--- src/rtl/mem_port_arbiter_if.sv ---
// Bundle between the IF/LSU requesters, the arbiter and the memory model.
// The arbiter takes the master view (it masters the memory bus); the surrounding core and memory take slave.
interface mem_port_arbiter_if #(
  parameter int ADDR_W = 32,
  parameter int DATA_W = 32
);
  logic                  if_req_valid;
  logic [ADDR_W-1:0]     if_req_addr;
  logic                  if_req_ready;
  logic                  if_rsp_valid;
  logic [DATA_W-1:0]     if_rsp_data;

  logic                  ls_req_valid;
  logic                  ls_req_we;
  logic [DATA_W/8-1:0]   ls_req_be;
  logic [ADDR_W-1:0]     ls_req_addr;
  logic [DATA_W-1:0]     ls_req_wdata;
  logic                  ls_req_ready;
  logic                  ls_rsp_valid;
  logic [DATA_W-1:0]     ls_rsp_data;

  logic                  mem_req_valid;
  logic                  mem_req_ready;
  logic                  mem_req_we;
  logic [DATA_W/8-1:0]   mem_req_be;
  logic [ADDR_W-1:0]     mem_req_addr;
  logic [DATA_W-1:0]     mem_req_wdata;
  logic                  mem_rsp_valid;
  logic [DATA_W-1:0]     mem_rsp_data;

  modport master (
    input  if_req_valid, if_req_addr,
    input  ls_req_valid, ls_req_we, ls_req_be, ls_req_addr, ls_req_wdata,
    input  mem_req_ready, mem_rsp_valid, mem_rsp_data,
    output if_req_ready, if_rsp_valid, if_rsp_data,
    output ls_req_ready, ls_rsp_valid, ls_rsp_data,
    output mem_req_valid, mem_req_we, mem_req_be, mem_req_addr, mem_req_wdata
  );

  modport slave (
    output if_req_valid, if_req_addr,
    output ls_req_valid, ls_req_we, ls_req_be, ls_req_addr, ls_req_wdata,
    output mem_req_ready, mem_rsp_valid, mem_rsp_data,
    input  if_req_ready, if_rsp_valid, if_rsp_data,
    input  ls_req_ready, ls_rsp_valid, ls_rsp_data,
    input  mem_req_valid, mem_req_we, mem_req_be, mem_req_addr, mem_req_wdata
  );
endinterface

--- src/rtl/mem_port_arbiter.sv ---
// Shares one single-ported memory between instruction fetch and the LSU, one transaction
// in flight; LSU has priority, with a streak counter that eventually forces a fetch grant.
module mem_port_arbiter #(
  parameter int ADDR_W         = 32,
  parameter int DATA_W         = 32,
  parameter int MAX_LSU_STREAK = 4
) (
  input  logic               CLK,
  input  logic               RST,
  mem_port_arbiter_if.master bus
);

  localparam int BE_W = DATA_W / 8;
  localparam int SW   = (MAX_LSU_STREAK < 1) ? 1 : $clog2(MAX_LSU_STREAK + 1);
  localparam logic [SW-1:0] STREAK_MAX = SW'(MAX_LSU_STREAK);

  typedef enum logic [1:0] {IDLE, ISSUE, WAIT} state_t;

  state_t            state_q;
  logic              owner_ls_q;
  logic [SW-1:0]     streak_q;
  logic [SW-1:0]     streak_d;

  logic              mem_req_valid_q;
  logic              mem_req_we_q;
  logic [BE_W-1:0]   mem_req_be_q;
  logic [ADDR_W-1:0] mem_req_addr_q;
  logic [DATA_W-1:0] mem_req_wdata_q;

  logic              if_rsp_valid_q;
  logic              ls_rsp_valid_q;
  logic [DATA_W-1:0] if_rsp_data_q;
  logic [DATA_W-1:0] ls_rsp_data_q;

  logic              contended;
  logic              if_win;
  logic              ls_win;
  logic              grant;

  // Ready is offered only in IDLE and never while reset is held, so reset drives every output low.
  always_comb begin
    contended = bus.if_req_valid & bus.ls_req_valid;
    if_win    = bus.if_req_valid & (~bus.ls_req_valid | (streak_q == STREAK_MAX));
    ls_win    = bus.ls_req_valid & ~if_win;
    grant     = (state_q == IDLE) & ~RST & (if_win | ls_win);
    streak_d  = '0;
    if (ls_win && contended) begin
      streak_d = (streak_q == STREAK_MAX) ? streak_q : streak_q + 1'b1;
    end
  end

  assign bus.if_req_ready  = grant & if_win;
  assign bus.ls_req_ready  = grant & ls_win;
  assign bus.if_rsp_valid  = if_rsp_valid_q;
  assign bus.if_rsp_data   = if_rsp_data_q;
  assign bus.ls_rsp_valid  = ls_rsp_valid_q;
  assign bus.ls_rsp_data   = ls_rsp_data_q;
  assign bus.mem_req_valid = mem_req_valid_q;
  assign bus.mem_req_we    = mem_req_we_q;
  assign bus.mem_req_be    = mem_req_be_q;
  assign bus.mem_req_addr  = mem_req_addr_q;
  assign bus.mem_req_wdata = mem_req_wdata_q;

  always_ff @(posedge CLK) begin
    if (RST) begin
      state_q         <= IDLE;
      owner_ls_q      <= 1'b0;
      streak_q        <= '0;
      mem_req_valid_q <= 1'b0;
      mem_req_we_q    <= 1'b0;
      mem_req_be_q    <= '0;
      mem_req_addr_q  <= '0;
      mem_req_wdata_q <= '0;
      if_rsp_valid_q  <= 1'b0;
      ls_rsp_valid_q  <= 1'b0;
      if_rsp_data_q   <= '0;
      ls_rsp_data_q   <= '0;
    end else begin
      if_rsp_valid_q <= 1'b0;
      ls_rsp_valid_q <= 1'b0;
      case (state_q)
        IDLE: begin
          if (grant) begin
            state_q         <= ISSUE;
            owner_ls_q      <= ls_win;
            streak_q        <= streak_d;
            mem_req_valid_q <= 1'b1;
            if (ls_win) begin
              mem_req_we_q    <= bus.ls_req_we;
              mem_req_be_q    <= bus.ls_req_be;
              mem_req_addr_q  <= bus.ls_req_addr;
              mem_req_wdata_q <= bus.ls_req_wdata;
            end else begin
              mem_req_we_q    <= 1'b0;
              mem_req_be_q    <= '1;
              mem_req_addr_q  <= bus.if_req_addr;
              mem_req_wdata_q <= '0;
            end
          end
        end
        ISSUE: begin
          if (bus.mem_req_ready) begin
            mem_req_valid_q <= 1'b0;
            state_q         <= WAIT;
          end
        end
        WAIT: begin
          // Response goes only to the owner; back to IDLE in the same cycle the pulse is visible.
          if (bus.mem_rsp_valid) begin
            state_q <= IDLE;
            if (owner_ls_q) begin
              ls_rsp_valid_q <= 1'b1;
              ls_rsp_data_q  <= bus.mem_rsp_data;
            end else begin
              if_rsp_valid_q <= 1'b1;
              if_rsp_data_q  <= bus.mem_rsp_data;
            end
          end
        end
        default: state_q <= IDLE;
      endcase
    end
  end

endmodule

--- src/flat_wrapper.sv ---
// flat-port wrapper written by rule: the top's interface ports become plain ports
module mem_port_arbiter_flat 
#(
  parameter int ADDR_W         = 32,
  parameter int DATA_W         = 32,
  parameter int MAX_LSU_STREAK = 4
)
  (CLK, RST, bus_if_req_valid, bus_if_req_addr, bus_ls_req_valid, bus_ls_req_we, bus_ls_req_be, bus_ls_req_addr, bus_ls_req_wdata, bus_mem_req_ready, bus_mem_rsp_valid, bus_mem_rsp_data, bus_if_req_ready, bus_if_rsp_valid, bus_if_rsp_data, bus_ls_req_ready, bus_ls_rsp_valid, bus_ls_rsp_data, bus_mem_req_valid, bus_mem_req_we, bus_mem_req_be, bus_mem_req_addr, bus_mem_req_wdata);
  mem_port_arbiter_if #(.ADDR_W(ADDR_W), .DATA_W(DATA_W)) bus_i ();
  input  logic CLK;
  input  logic RST;
  input wire logic [$bits(bus_i.if_req_valid)-1:0] bus_if_req_valid;
  input wire logic [$bits(bus_i.if_req_addr)-1:0] bus_if_req_addr;
  input wire logic [$bits(bus_i.ls_req_valid)-1:0] bus_ls_req_valid;
  input wire logic [$bits(bus_i.ls_req_we)-1:0] bus_ls_req_we;
  input wire logic [$bits(bus_i.ls_req_be)-1:0] bus_ls_req_be;
  input wire logic [$bits(bus_i.ls_req_addr)-1:0] bus_ls_req_addr;
  input wire logic [$bits(bus_i.ls_req_wdata)-1:0] bus_ls_req_wdata;
  input wire logic [$bits(bus_i.mem_req_ready)-1:0] bus_mem_req_ready;
  input wire logic [$bits(bus_i.mem_rsp_valid)-1:0] bus_mem_rsp_valid;
  input wire logic [$bits(bus_i.mem_rsp_data)-1:0] bus_mem_rsp_data;
  output wire logic [$bits(bus_i.if_req_ready)-1:0] bus_if_req_ready;
  output wire logic [$bits(bus_i.if_rsp_valid)-1:0] bus_if_rsp_valid;
  output wire logic [$bits(bus_i.if_rsp_data)-1:0] bus_if_rsp_data;
  output wire logic [$bits(bus_i.ls_req_ready)-1:0] bus_ls_req_ready;
  output wire logic [$bits(bus_i.ls_rsp_valid)-1:0] bus_ls_rsp_valid;
  output wire logic [$bits(bus_i.ls_rsp_data)-1:0] bus_ls_rsp_data;
  output wire logic [$bits(bus_i.mem_req_valid)-1:0] bus_mem_req_valid;
  output wire logic [$bits(bus_i.mem_req_we)-1:0] bus_mem_req_we;
  output wire logic [$bits(bus_i.mem_req_be)-1:0] bus_mem_req_be;
  output wire logic [$bits(bus_i.mem_req_addr)-1:0] bus_mem_req_addr;
  output wire logic [$bits(bus_i.mem_req_wdata)-1:0] bus_mem_req_wdata;
  assign bus_i.if_req_valid = bus_if_req_valid;
  assign bus_i.if_req_addr = bus_if_req_addr;
  assign bus_i.ls_req_valid = bus_ls_req_valid;
  assign bus_i.ls_req_we = bus_ls_req_we;
  assign bus_i.ls_req_be = bus_ls_req_be;
  assign bus_i.ls_req_addr = bus_ls_req_addr;
  assign bus_i.ls_req_wdata = bus_ls_req_wdata;
  assign bus_i.mem_req_ready = bus_mem_req_ready;
  assign bus_i.mem_rsp_valid = bus_mem_rsp_valid;
  assign bus_i.mem_rsp_data = bus_mem_rsp_data;
  assign bus_if_req_ready = bus_i.if_req_ready;
  assign bus_if_rsp_valid = bus_i.if_rsp_valid;
  assign bus_if_rsp_data = bus_i.if_rsp_data;
  assign bus_ls_req_ready = bus_i.ls_req_ready;
  assign bus_ls_rsp_valid = bus_i.ls_rsp_valid;
  assign bus_ls_rsp_data = bus_i.ls_rsp_data;
  assign bus_mem_req_valid = bus_i.mem_req_valid;
  assign bus_mem_req_we = bus_i.mem_req_we;
  assign bus_mem_req_be = bus_i.mem_req_be;
  assign bus_mem_req_addr = bus_i.mem_req_addr;
  assign bus_mem_req_wdata = bus_i.mem_req_wdata;
  mem_port_arbiter #(.ADDR_W(ADDR_W), .DATA_W(DATA_W), .MAX_LSU_STREAK(MAX_LSU_STREAK)) u_core (.CLK(CLK), .RST(RST), .bus(bus_i));
endmodule
--- config.mk ---
export PLATFORM = sky130hd
export DESIGN_NAME = mem_port_arbiter_flat
export DESIGN_NICKNAME = d
export VERILOG_FILES = /design/src/rtl/mem_port_arbiter_if.sv /design/src/rtl/mem_port_arbiter.sv /design/src/flat_wrapper.sv
export SDC_FILE = /design/constraint.sdc
export NUM_CORES = 1
export LEC_CHECK = 0
export ABC_AREA = 1
export CAP_MARGIN = 25
export CORE_ASPECT_RATIO = 0.9
export CORE_MARGIN = 4
export CORE_UTILIZATION = 37
export DETAILED_ROUTE_END_ITERATION = 6
export PLACE_DENSITY = 0.84
export SLEW_MARGIN = 20
export SYNTH_ARGS = -nofsm -noshare
export SYNTH_HDL_FRONTEND = slang
export SYNTH_SLANG_ARGS = --single-unit
--- constraint.sdc ---
create_clock -name CLK -period 1.53 [get_ports CLK]
set_clock_uncertainty 0.2 [all_clocks]
set_input_delay 0.306 -clock CLK [delete_from_list [all_inputs] [get_ports CLK]]
set_output_delay 0.306 -clock CLK [all_outputs]
set_load 0.01 [all_outputs]
Word level (Yosys, flattened, before mapping)
Cells that the tools add are included.

$add $sub $neg: 1. Reductions and logical operators: 10. Bitwise gates (word level): 15. Muxes and demuxes: 15. Equal/unequal tests: 7.

Operators by type and width (count): $mux 32 (2); $reduce_and 3->1 (5); $and 1x1->1 (7); $mux 2 (3); $mux 3 (2); $ne 2x2->1 const B (3); $not 1->1 (6); $pmux 2 s3 (1); $mux 1 (5); $mux 4 (1); $add 3x1->3 const B (1); $eq 3x3->1 const B (1); $reduce_or 3->1 (1); $eq 2x1->1 const B (1); $eq 2x2->1 const B (1); $logic_not 2->1 (1); $ne 2x1->1 const B (1); $or 1x1->1 (2); $pmux 1 s2 (1); $reduce_and 2->1 (1); $reduce_bool 2->1 (1); $logic_and 1x1->1 (1).

Flip-flop bits (word level): 142. Output and inout bits: 138. Input port bits: 139. Word-level logic and storage cells: 60.

Longest topological paths before layout
Depth after elaboration: 9. Depth in mapped cells: 9.

Least setup slack after synthesis
Ideal clock, no wire load.

Path type: reg2out. Start: register u_core.streak_q[0]. End: output bus_ls_req_ready. Arrival time: 1240 ps. Data required time: 1024 ps. Cell stages (with the launch flop): 8. Setup slack: -216 ps. Cells stage by stage: dfxtp_1 inv_1 ha_1 nand2_1 o21ai_1 buf_4 buf_4 nor2_1.

Cells in the longest elaborated chain, start to end: 8.

Ends and longest elaborated chain: from (decl) (line mem_port_arbiter.sv:21) `logic [SW-1:0] streak_q;`; from (signal assigned) (line mem_port_arbiter.sv:86) `streak_q <= streak_d;`; $eq 3x3->1 * (line mem_port_arbiter.sv:43) `if_win = bus.if_req_valid & (~bus.ls_req_valid | (streak_q == STREAK_MAX));`; $or 1x1->1 * (line mem_port_arbiter.sv:43); $and 1x1->1 * (line mem_port_arbiter.sv:43); $not 1->1 (line mem_port_arbiter.sv:44) `ls_win = bus.ls_req_valid & ~if_win;`; $and 1x1->1 (line mem_port_arbiter.sv:44); $or 1x1->1 (line mem_port_arbiter.sv:45) `grant = (state_q == IDLE) & ~RST & (if_win | ls_win);`; $and 1x1->1 (line mem_port_arbiter.sv:45); $and 1x1->1 * (line mem_port_arbiter.sv:53) `assign bus.ls_req_ready = grant & ls_win;`; to (decl) (line flat_wrapper.sv:25) `output wire logic [$bits(bus_i.ls_req_ready)-1:0] bus_ls_req_ready;`.

Every way passes the cells marked *; elsewhere a longest branch is shown, timed or not.

Worst setup path after layout
Start: register u_core.streak_q[0]. End: register u_core.mem_req_wdata_q[15], in the netlist u_core.bus.mem_req_wdata[15].

Cells in the longest elaborated chain, start to end: 8. Elaborated cells between the ends (all ways): 9.

Ends and longest elaborated chain: $eq 3x3->1 * (line mem_port_arbiter.sv:43); $or 1x1->1 * (line mem_port_arbiter.sv:43); $and 1x1->1 * (line mem_port_arbiter.sv:43); $not 1->1 (line mem_port_arbiter.sv:44); $and 1x1->1 (line mem_port_arbiter.sv:44); $or 1x1->1 (line mem_port_arbiter.sv:45); $and 1x1->1 (line mem_port_arbiter.sv:45); $reduce_and 2->1 (no source line); to (signal assigned) (line mem_port_arbiter.sv:92) `mem_req_wdata_q <= bus.ls_req_wdata;`; to (decl) (line mem_port_arbiter.sv:28) `logic [DATA_W-1:0] mem_req_wdata_q;`.

Marked as above. A chain may end at the register's enable or synchronous reset.

==> flow_summary.yaml <==
status:
  status: "complete, but fails checks"
  failed_checks: "negative setup slack"
place:
  dpl_cell_area_mm2: 0.00873
  hpwl_um: 13200
  place.gp.congestion: 0.792
  io_buffers: 276
setup_path:
  cp.required_ps: 1680
  reg2reg_depth: 11
  critPathKind: "flip-flop to flip-flop"
  start_kind: "flip-flop"
  crit_path_end_kind: "flip-flop"
  worstPathArrival_ps: 2020
  crit_fanout: 15
flow_run:
  drv_cap: 0
yosys:
  avgSynthCellArea_um2: 7.41
  yosysUniqueCellTypes: 21
  ys_seq_elements: 142
  synth_nets: 898
  synth-seq-area-share: 0.507
  synth_area_mm2: 0.00561
  ys_warn_count: 0
  synth_cells: 757
detailed_routing:
  viasPerCell: 5.17
  drc_errors: 0
  first_pass_iters: 5
  wl_um: 25100
  drt_iter0_markers: 376
  dr_total_vias: 6668
  antenna_left: 0
  wl_per_cell_um: 19.4
finish:
  syn_to_final_growth_pct: 92.3
  mostFrequentLayoutCell: "clkdlybuf4s50_1"
  antennaDiodeCount: 0
  layout-drive-gt1-share: 0.414
  stdcell_area_mm2: 0.0108
  fin_nets: 1219
  final_cell_mix: "136 x clkdlybuf4s50_1, 120 x dfxtp_1, 83 x inv_1"
power_and_ir_drop:
  power.net_switching_w: 0.00284
  leakagePower_nw: 4.45
  power.density_mw_per_mm2: 966
  power.share.sequential: 0.382
  clockPowerShare: 0.416
  comb_power_share: 0.201
  internal_power_w: 0.00758
  switching_share: 0.272
  worst_ir_drop_vdd_mv: 0.806
clocking:
  tritoncts: "yes"
  cts_buffer_depth: 2
  cts_buffers: 17
  cts_root_buffer: "clkbuf_16"
  clk_pin_slew_ps: 60
  cts_sinks: 142
  clock_latency_ps: 420
  cts_max_level: 4
floorplan:
  coreArea_mm2: 0.0148
  std_cell_rows: 42
  io_pins: 277
  initial_core_util: 0.380
  die_w_um: 138
  fp.dieH_um: 125
  die_area_mm2: 0.0172
timing:
  max_clock_freq_mhz: 534
  hold_viol_final: 0
  drv_slew: 0
  slew_headroom: 0.292
  rsz0062_at_grt: "yes"
  fin_ws_ps: -343
  setup-violations-final: 119
  period_minus_slack_ps: 1870
  worst_pin_slew_ps: 1060
  fin_tns_setup_ps: -20800
  post-route-period-util: 1.22
global_route:
  grt_pass1_wl_um: 29700
  track_usage: 0.220
  antenna_found_initial: 0
  grt_overflow_total: 0
  grt_max_degree: 75
  grt_pass1_vias: 5815
hold_path:
  min_delay_path_depth: 3
  hold_class: "primary input to flip-flop"
sequential cells by signal, summed over array words and instances (netlist names):
signal	cells
u_core.streak_q	3
u_core.bus.ls_rsp_data	32
u_core.bus.mem_req_addr	32
u_core.bus.if_rsp_data	32
u_core.bus.if_rsp_valid	1
u_core.bus.mem_req_valid	1
u_core.bus.mem_req_we	1
u_core.bus.mem_req_be	4
u_core.bus.mem_req_wdata	32
u_core.owner_ls_q	1
u_core.bus.ls_rsp_valid	1
u_core.state_q	2
routing by layer:
metal | vias to the layer above | GRT usage | part of all wire
met5 | - | 0 | 0
li1 | 3096 | - | -
met2 | 337 | 0.376 | 0.51
met3 | 59 | 0.101 | 0.11
met4 | 0 | 0.0883 | 0.029
met1 | 3176 | 0.232 | 0.36
cell usage after synthesis:
library cell  number  area [um^2]
buf_4              3         22.5
inv_2              2         7.51
o21ai_1            4         20.0
a21oi_1          111          556
o21ai_0           74          370
nand2_4            1         11.3
buf_6              2         22.5
o21a_1             1         7.51
dfxtp_1          142         2840
nor2_1            78          293
nand3b_1           1         7.51
buf_2             24          120
o21ai_4            1         16.3
ha_1               2         25.0
inv_1             88          330
nand3_1           87          435
nor2_4             1         11.3
clkbuf_1          26         97.6
buf_1              1         3.75
nand2_1          107          402
nor2_2             1         6.26
stage by stage:
stage                     instances   util  setup WS [ps]  power (W)  hold slack, ps
after CTS                      1249  0.649           -351    0.00994             202
after floorplan                 757      -          -61.6    0.00472             246
after detailed placement       1212  0.591           -809    0.00563             238
after global placement         1212  0.591           -814    0.00561             231
after global routing           1289  0.730           -406     0.0108             243
final                          1289  0.730           -343     0.0104             238
logic make-up (layout without fill, tap and decap cells):
family                     after synthesis  in the layout  synth area share
DFF                                    142            142             0.507
buffers and inverters                  146            479             0.108
adders and majority gates                2              2           0.00446
AOI/OAI and AO/OA                      191            191             0.173
and+or+nand+nor                        276            277             0.208
final timing paths:
kind | startpoint | endpoint | slack (ps)
worst max register to register | u_core.streak_q[0]$_SDFFE_PP0P_ | u_core.bus.mem_req_wdata[15]$_SDFFE_PP0P_ | -340
worst max-delay path | u_core.streak_q[0]$_SDFFE_PP0P_ | u_core.bus.mem_req_wdata[15]$_SDFFE_PP0P_ | -340
worst min register to register | u_core.bus.ls_rsp_data[31]$_SDFFE_PP0P_ | u_core.bus.ls_rsp_data[31]$_SDFFE_PP0P_ | 240
worst min-delay path | bus_ls_req_addr[2] | u_core.bus.mem_req_addr[2]$_SDFFE_PP0P_ | 240
cell type report:
cell class / count / area, um^2
clock inverters: 12 / 158
inverters: 90 / 360
well taps: 198 / 248
multi-input cells: 470 / 3140
repair buffers: 357 / 3550
flip-flops and latches: 142 / 2870
clock buffers: 20 / 457
fillers: 986 / 3980
power groups by stage:
stage	clock, W	sequential, W	combinational (W)
2_1_floorplan	0	0.00412	0.000601
3_3_place_gp	0	0.00404	0.00158
3_5_place_dp	0	0.00404	0.00159
4_1_cts	0.00438	0.00397	0.00160
5_1_grt	0.00455	0.00400	0.00223
6_report	0.00434	0.00398	0.00210
timing repair:
item | in CTS | in global routing
setup buffers | 3 | 16
setup endpoints to repair | 274 | 235
gates resized for setup | 442 | 360
pin swaps | 14 | 43
hold buffers | 0 | 0
gates cloned | 3 | 24
worst max-delay path, cell delays in order (launching register included):
cell and delay [ps]:
dfxtp_2 330, inv_2 50, ha_4 160, nand2_4 90
o21ai_4 70, buf_6 110, buf_6 110, buf_8 130
inv_8 90, buf_12 160, nand3_2 120, a21oi_2 180
No activity file was read; power rests on OpenSTA's default activity.
==> RTL edit 1, RTL diff (same settings) <==
Reset style: asynchronous (`RST`), changed in one clocked block.
--- a/src/rtl/mem_port_arbiter.sv
+++ b/src/rtl/mem_port_arbiter.sv
@@ -61,7 +61,7 @@
   assign bus.mem_req_addr  = mem_req_addr_q;
   assign bus.mem_req_wdata = mem_req_wdata_q;
 
-  always_ff @(posedge CLK) begin
+  always_ff @(posedge CLK or posedge RST) begin
     if (RST) begin
       state_q         <= IDLE;
       owner_ls_q      <= 1'b0;
Function: differs if RST is asserted again (counterexample within 4 cycles, from zero or initial values and one cycle with RST high); with RST held inactive, the same outputs for 4 cycles.
==> RTL edit 1 against the original RTL <==
- the run still ends with negative setup slack left
- register-to-register slack better by 0.10 ns
- sequential cell count stayed put
- area after synthesis is 7.1% higher
- cell count is 2.1% lower
- cell area is 4.0% lower
- setup slack worse by 0.082 ns
- wire length is 12% lower
- critical path type is now flop to output port
- largest cell class is now sequential cells
Power is not compared: it rests on default switching activity, and its combinational part moved more than twofold at a synthesized area within 25%.
==> RTL edit 1: results (changes against the original RTL) <==
CELLS AND AREA
------------------------------------------------------------------------------------
Final clock-cell share ................................................       5.404%   was 5.697%
Number of non-clock buffers in the layout .............................          348   was 357
Count of multi-input gates ............................................          433   was 470
# clk buffers .........................................................           18   was 20
Area used by sequential logic in the layout ........................... 0.003553 sq mm   was 0.002870 sq mm
Layout cells sized above 1 ............................................       34.72%   was 41.43%
Area share of buffers outside the clock network .......................       30.49%   was 32.94%
Count of filler cells inserted in the layout ..........................         1217   was 986
Non-clock inverter instance count of the final layout .................          106   was 90
Sequential share of cell area .........................................       34.33%   was 26.62%

DIE
------------------------------------------------------------------------------------
Row Count .............................................................           43   was 42

DRT
------------------------------------------------------------------------------------
First DRT Iteration DRCs ..............................................          250   was 376
Via-per-instance ratio ................................................        4.802   was 5.173
Wirelength, routed ....................................................     22060 um   was 25050 um

PLACEMENT
------------------------------------------------------------------------------------
Detailed placement HPWL ...............................................     12990 um   was 13230 um
Final weighted congestion in routability-driven placement .............       0.7927   was 0.7920
Port-buffer cells .....................................................          276   unchanged
Placement Cell Area ................................................... 0.009106 sq mm   was 0.008727 sq mm

SYNTH
------------------------------------------------------------------------------------
Count of unique library cells instantiated by Yosys ...................           19   was 21
Proportion of synthesized flip-flops having asynchronous set or reset .       100.0%   was 0%
Post-Syn Nets .........................................................          860   was 898
Part of the Yosys area used for sequential elements ...................       59.19%   was 50.69%

CRITICAL PATH
------------------------------------------------------------------------------------
CP max-delay cell ..................................................... sky130_fd_sc_hd__dfrtp_1   was sky130_fd_sc_hd__dfxtp_2
Signal arrival time at the worst endpoint .............................      1.45 ns   was 2.02 ns
Maximum single-stage delay on the critical path .......................      0.40 ns   was 0.33 ns
Crit path max fanout ..................................................            5   was 15

OUTCOME
------------------------------------------------------------------------------------
Outcome ............................................................... finished with violations   unchanged
Violated checks ....................................................... negative setup slack   unchanged

TIMING
------------------------------------------------------------------------------------
Worst Slack Setup Final ...............................................   -0.4244 ns   was -0.3427 ns
Setup Viol. Count Final ...............................................          114   was 119
Headroom to the max-slew limit ........................................       72.57%   was 29.24%

GLOBAL ROUTE
------------------------------------------------------------------------------------
Tot GR Track Use ......................................................       19.83%   was 21.97%
Maximum number of pins on one net before global-route repair ..........           66   was 75
Global-route wire length before repair ................................     28910 um   was 29750 um
Via count of the first global-routing pass ............................         5703   was 5815

[RTL edit 1: cell count changes in the layout (fill, tap and decap cells not counted), moves of 50 or more]
cell,delta
sky130_fd_sc_hd__clkbuf_2,-50
sky130_fd_sc_hd__nor2_1,-63
sky130_fd_sc_hd__dfxtp_1,-120
sky130_fd_sc_hd__nand2_1,+121
sky130_fd_sc_hd__buf_2,+95
sky130_fd_sc_hd__a21oi_1,-69
sky130_fd_sc_hd__dfrtp_1,+142
[RTL edit 1: critical path, delay by kind of cell, from the launching register on]
kind | cells | cell delay (ns)
buffers and inverters | 2 | 0.27
DFF | 1 | 0.40
and+or+nand+nor | 3 | 0.38
[RTL edit 1: per-stage QoR]
step                      worst slack, ns  hold WS [ns]  instances
after floorplan                    -2.212        0.2007        719
final                             -0.4244        0.2019       1262
after global placement            -0.9044        0.2583       1187
after detailed placement          -0.8891        0.2652       1187
after global routing              -0.5056        0.2040       1262
after CTS                         -0.4842        0.1986       1229
[RTL edit 1: worst paths after layout]
check / end / slack [ns] / from / depth (start not counted)
setup / recovery: bus_if_req_ready / -0.42 / u_core.state_q[1]$_DFFE_PP0P_ / 5
min in group CLK: u_core.bus.mem_req_wdata[26]$_DFFE_PP0P_ / 0.22 / bus_ls_req_wdata[26] / 3
hold reg to reg: u_core.bus.mem_req_we$_DFFE_PP0P_ / 0.27 / u_core.bus.mem_req_we$_DFFE_PP0P_ / 2
max in group asynchronous: u_core.streak_q[2]$_DFFE_PP0P_ / 0.20 / RST / 4
setup reg to reg: u_core.bus.mem_req_wdata[27]$_DFFE_PP0P_ / -0.24 / u_core.streak_q[0]$_DFFE_PP0P_ / 10
hold / removal: u_core.bus.ls_rsp_data[25]$_DFFE_PP0P_ / 0.20 / RST / 3
[RTL edit 1: logic make-up (layout without fill, tap and decap cells)]
family	count (synthesis)	count (layout)	synth area share, %
AO/OA/AOI/OAI	73	73	6.190
XOR/XNOR	1	1	0.1459
adder cells (fa/ha/maj)	2	2	0.4168
buffers and inverters	145	485	10.11
flip-flops	142	142	59.19
AND/OR/NAND/NOR	356	357	23.95
[RTL edit 1: power groups by stage]
stage	registers (uW)	logic, uW	clock network, uW
2_1_floorplan	7040	1970	0
3_3_place_gp	6280	7020	0
3_5_place_dp	6330	7180	0
4_1_cts	6240	5960	4040
5_1_grt	6740	7860	4220
6_report	6540	7250	3960
[RTL edit 1: layer usage]
layer / part of all wire [%] / global-route usage [%] / up-vias
met5: 0 / 0 / -
met4: 2.6 / 7.449 / 0
met3: 9.1 / 6.875 / 40
met2: 49 / 32.67 / 265
met1: 40 / 24.13 / 2889
li1: - / - / 2866
[RTL edit 1: repair_timing]
item	4_1_cts	5_1_grt
setup endpoints to repair	312	242
gates cloned	2	23
pin swaps	2	8
resized for setup	572	243
setup buffers	9	12
==> RTL edit 2, RTL diff (same settings) <==
Made on the original files. `ADDR_W` is set to 32 in 3 places; all go to 16.
--- a/src/rtl/mem_port_arbiter_if.sv
+++ b/src/rtl/mem_port_arbiter_if.sv
@@ -1,7 +1,7 @@
 // Bundle between the IF/LSU requesters, the arbiter and the memory model.
 // The arbiter takes the master view (it masters the memory bus); the surrounding core and memory take slave.
 interface mem_port_arbiter_if #(
-  parameter int ADDR_W = 32,
+  parameter int ADDR_W = 16,
   parameter int DATA_W = 32
 );
   logic                  if_req_valid;
--- a/src/rtl/mem_port_arbiter.sv
+++ b/src/rtl/mem_port_arbiter.sv
@@ -1,7 +1,7 @@
 // Shares one single-ported memory between instruction fetch and the LSU, one transaction
 // in flight; LSU has priority, with a streak counter that eventually forces a fetch grant.
 module mem_port_arbiter #(
-  parameter int ADDR_W         = 32,
+  parameter int ADDR_W         = 16,
   parameter int DATA_W         = 32,
   parameter int MAX_LSU_STREAK = 4
 ) (
--- a/src/flat_wrapper.sv
+++ b/src/flat_wrapper.sv
@@ -1,7 +1,7 @@
 // flat-port wrapper written by rule: the top's interface ports become plain ports
 module mem_port_arbiter_flat 
 #(
-  parameter int ADDR_W         = 32,
+  parameter int ADDR_W         = 16,
   parameter int DATA_W         = 32,
   parameter int MAX_LSU_STREAK = 4
 )
Interface: changed (resized bus_if_req_addr, bus_ls_req_addr and bus_mem_req_addr); port bits go from 277 to 229. No check against the original RTL was run, so the function may have changed too.
==> RTL edit 2 against the original RTL <==
- the run still ends with negative setup slack left
- critical path depth decreased by 4
- setup slack worse by 0.0047 ns
- cell area down 7.1%
- critical path type is now flop to output port
- sequential cell count decreased by 16
- die area shrank 6.1%
- total power down 12%
- sequential share of layout area is 1.2 points lower
- area after synthesis is 6.4% lower
- via count down 12%
- wire length shrank 14%
==> RTL edit 2: results (changes against the original RTL) <==
OUTCOME
------------------------------------------------------------------------------
Outcome ......................................................... finished with violations   unchanged
Violated checks ................................................. negative setup slack   unchanged

DRT
------------------------------------------------------------------------------
Wirelength, routed ..............................................     21630 um   was 25050 um
TritonRoute pass-1 iters ........................................            4   was 5
Via count .......................................................         5848   was 6668

SYNTH
------------------------------------------------------------------------------
Synth top area cells ............................................ sky130_fd_sc_hd__dfxtp_1 48%, sky130_fd_sc_hd__a21oi_1 5.6%, sky130_fd_sc_hd__nand2_1 5.6%   was sky130_fd_sc_hd__dfxtp_1 51%, sky130_fd_sc_hd__a21oi_1 9.9%, sky130_fd_sc_hd__nand3_1 7.8%
Share of the synthesized area in compound gates (AO/OA/AOI/OAI) .       18.13%   was 17.29%
Cell types with the highest counts after synthesis .............. 126 x sky130_fd_sc_hd__dfxtp_1, 78 x sky130_fd_sc_hd__nand2_1, 76 x sky130_fd_sc_hd__nor2_1   was 142 x sky130_fd_sc_hd__dfxtp_1, 111 x sky130_fd_sc_hd__a21oi_1, 107 x sky130_fd_sc_hd__nand2_1
Part of the Yosys area used for sequential elements .............       48.08%   was 50.69%

CELLS AND AREA
------------------------------------------------------------------------------
Area used by sequential logic in the layout ..................... 0.002542 sq mm   was 0.002870 sq mm
Count of filler cells inserted in the layout ....................          901   was 986
Total area of multi-input combinational cells ................... 0.003147 sq mm   was 0.003138 sq mm
Layout cells sized above 1 ......................................       51.37%   was 41.43%
Multi-input logic portion of the cell area ......................       31.41%   was 29.10%
Area share of buffers outside the clock network .................       32.35%   was 32.94%
Non-clock inverter instance count of the final layout ...........           75   was 90

TIMING
------------------------------------------------------------------------------
Setup Viol. Count Final .........................................          123   was 119
Min Hold Slack ..................................................    0.2256 ns   was 0.2377 ns
Worst Slack Setup Final .........................................   -0.3474 ns   was -0.3427 ns
Worst-margin pin slew ...........................................    0.5272 ns   was 1.061 ns

PLACEMENT
------------------------------------------------------------------------------
Placement Cell Area ............................................. 0.007956 sq mm   was 0.008727 sq mm
Detailed placement HPWL .........................................     10910 um   was 13230 um

PWR
------------------------------------------------------------------------------
Maximum vdd ir drop .............................................     781.7 uV   was 806.2 uV
Switching pwr ...................................................      2526 uW   was 2836 uW
Internal ........................................................      6643 uW   was 7579 uW

CRITICAL PATH
------------------------------------------------------------------------------
Worst r2r dst ................................................... u_core.bus.mem_req_wdata[1]$_SDFFE_PP0P_   was u_core.bus.mem_req_wdata[15]$_SDFFE_PP0P_
Signal arrival time at the worst endpoint .......................      1.37 ns   was 2.02 ns

GLOBAL ROUTE
------------------------------------------------------------------------------
Tot GR Track Use ................................................       22.26%   was 21.97%
Via count of the first global-routing pass ......................         5509   was 5815

CTS
------------------------------------------------------------------------------
# resized after CTS .............................................          358   was 442

## RTL edit 2: changes by cell type in the layout (fill, tap and decap cells not counted), moves of 11 or more
cell                              before  now
sky130_fd_sc_hd__buf_12                9   20
sky130_fd_sc_hd__nand3_1              37   20
sky130_fd_sc_hd__nor2_4                6   31
sky130_fd_sc_hd__o21ai_0              16    4
sky130_fd_sc_hd__clkbuf_2             51   82
sky130_fd_sc_hd__nand2_4              25   14
sky130_fd_sc_hd__inv_1                83   68
sky130_fd_sc_hd__nor2_1               66   35
sky130_fd_sc_hd__clkdlybuf4s15_2      34    8
sky130_fd_sc_hd__a21oi_2              41   64
sky130_fd_sc_hd__clkdlybuf4s50_1     136  103
sky130_fd_sc_hd__a21oi_1              69   24
sky130_fd_sc_hd__nand2_1              80   61
sky130_fd_sc_hd__buf_2                40   13
## RTL edit 2: tightest hold or removal path, cell delays in order
cell and delay [ns]:
sky130_fd_sc_hd__buf_2 0.12, sky130_fd_sc_hd__inv_2 0.06, sky130_fd_sc_hd__nand2_4 0.11, sky130_fd_sc_hd__buf_4 0.14, sky130_fd_sc_hd__nand2_1 0.05
## RTL edit 2: worst max path at each step
stage               slack, ns          endpoint  cells after the start                             from
CTS                     -0.36  bus_if_req_ready                      6   u_core.state_q[0]$_SDFFE_PP0P_
detailed placement      -0.79  bus_if_req_ready                      6                 bus_if_req_valid
global route            -0.42  bus_if_req_ready                      7  u_core.streak_q[0]$_SDFFE_PP0P_
global placement        -0.77  bus_if_req_ready                      6                 bus_if_req_valid
finish                  -0.35  bus_if_req_ready                      7  u_core.streak_q[0]$_SDFFE_PP0P_
floorplan               -0.02  bus_if_req_ready                      7   u_core.state_q[0]$_SDFFE_PP0P_
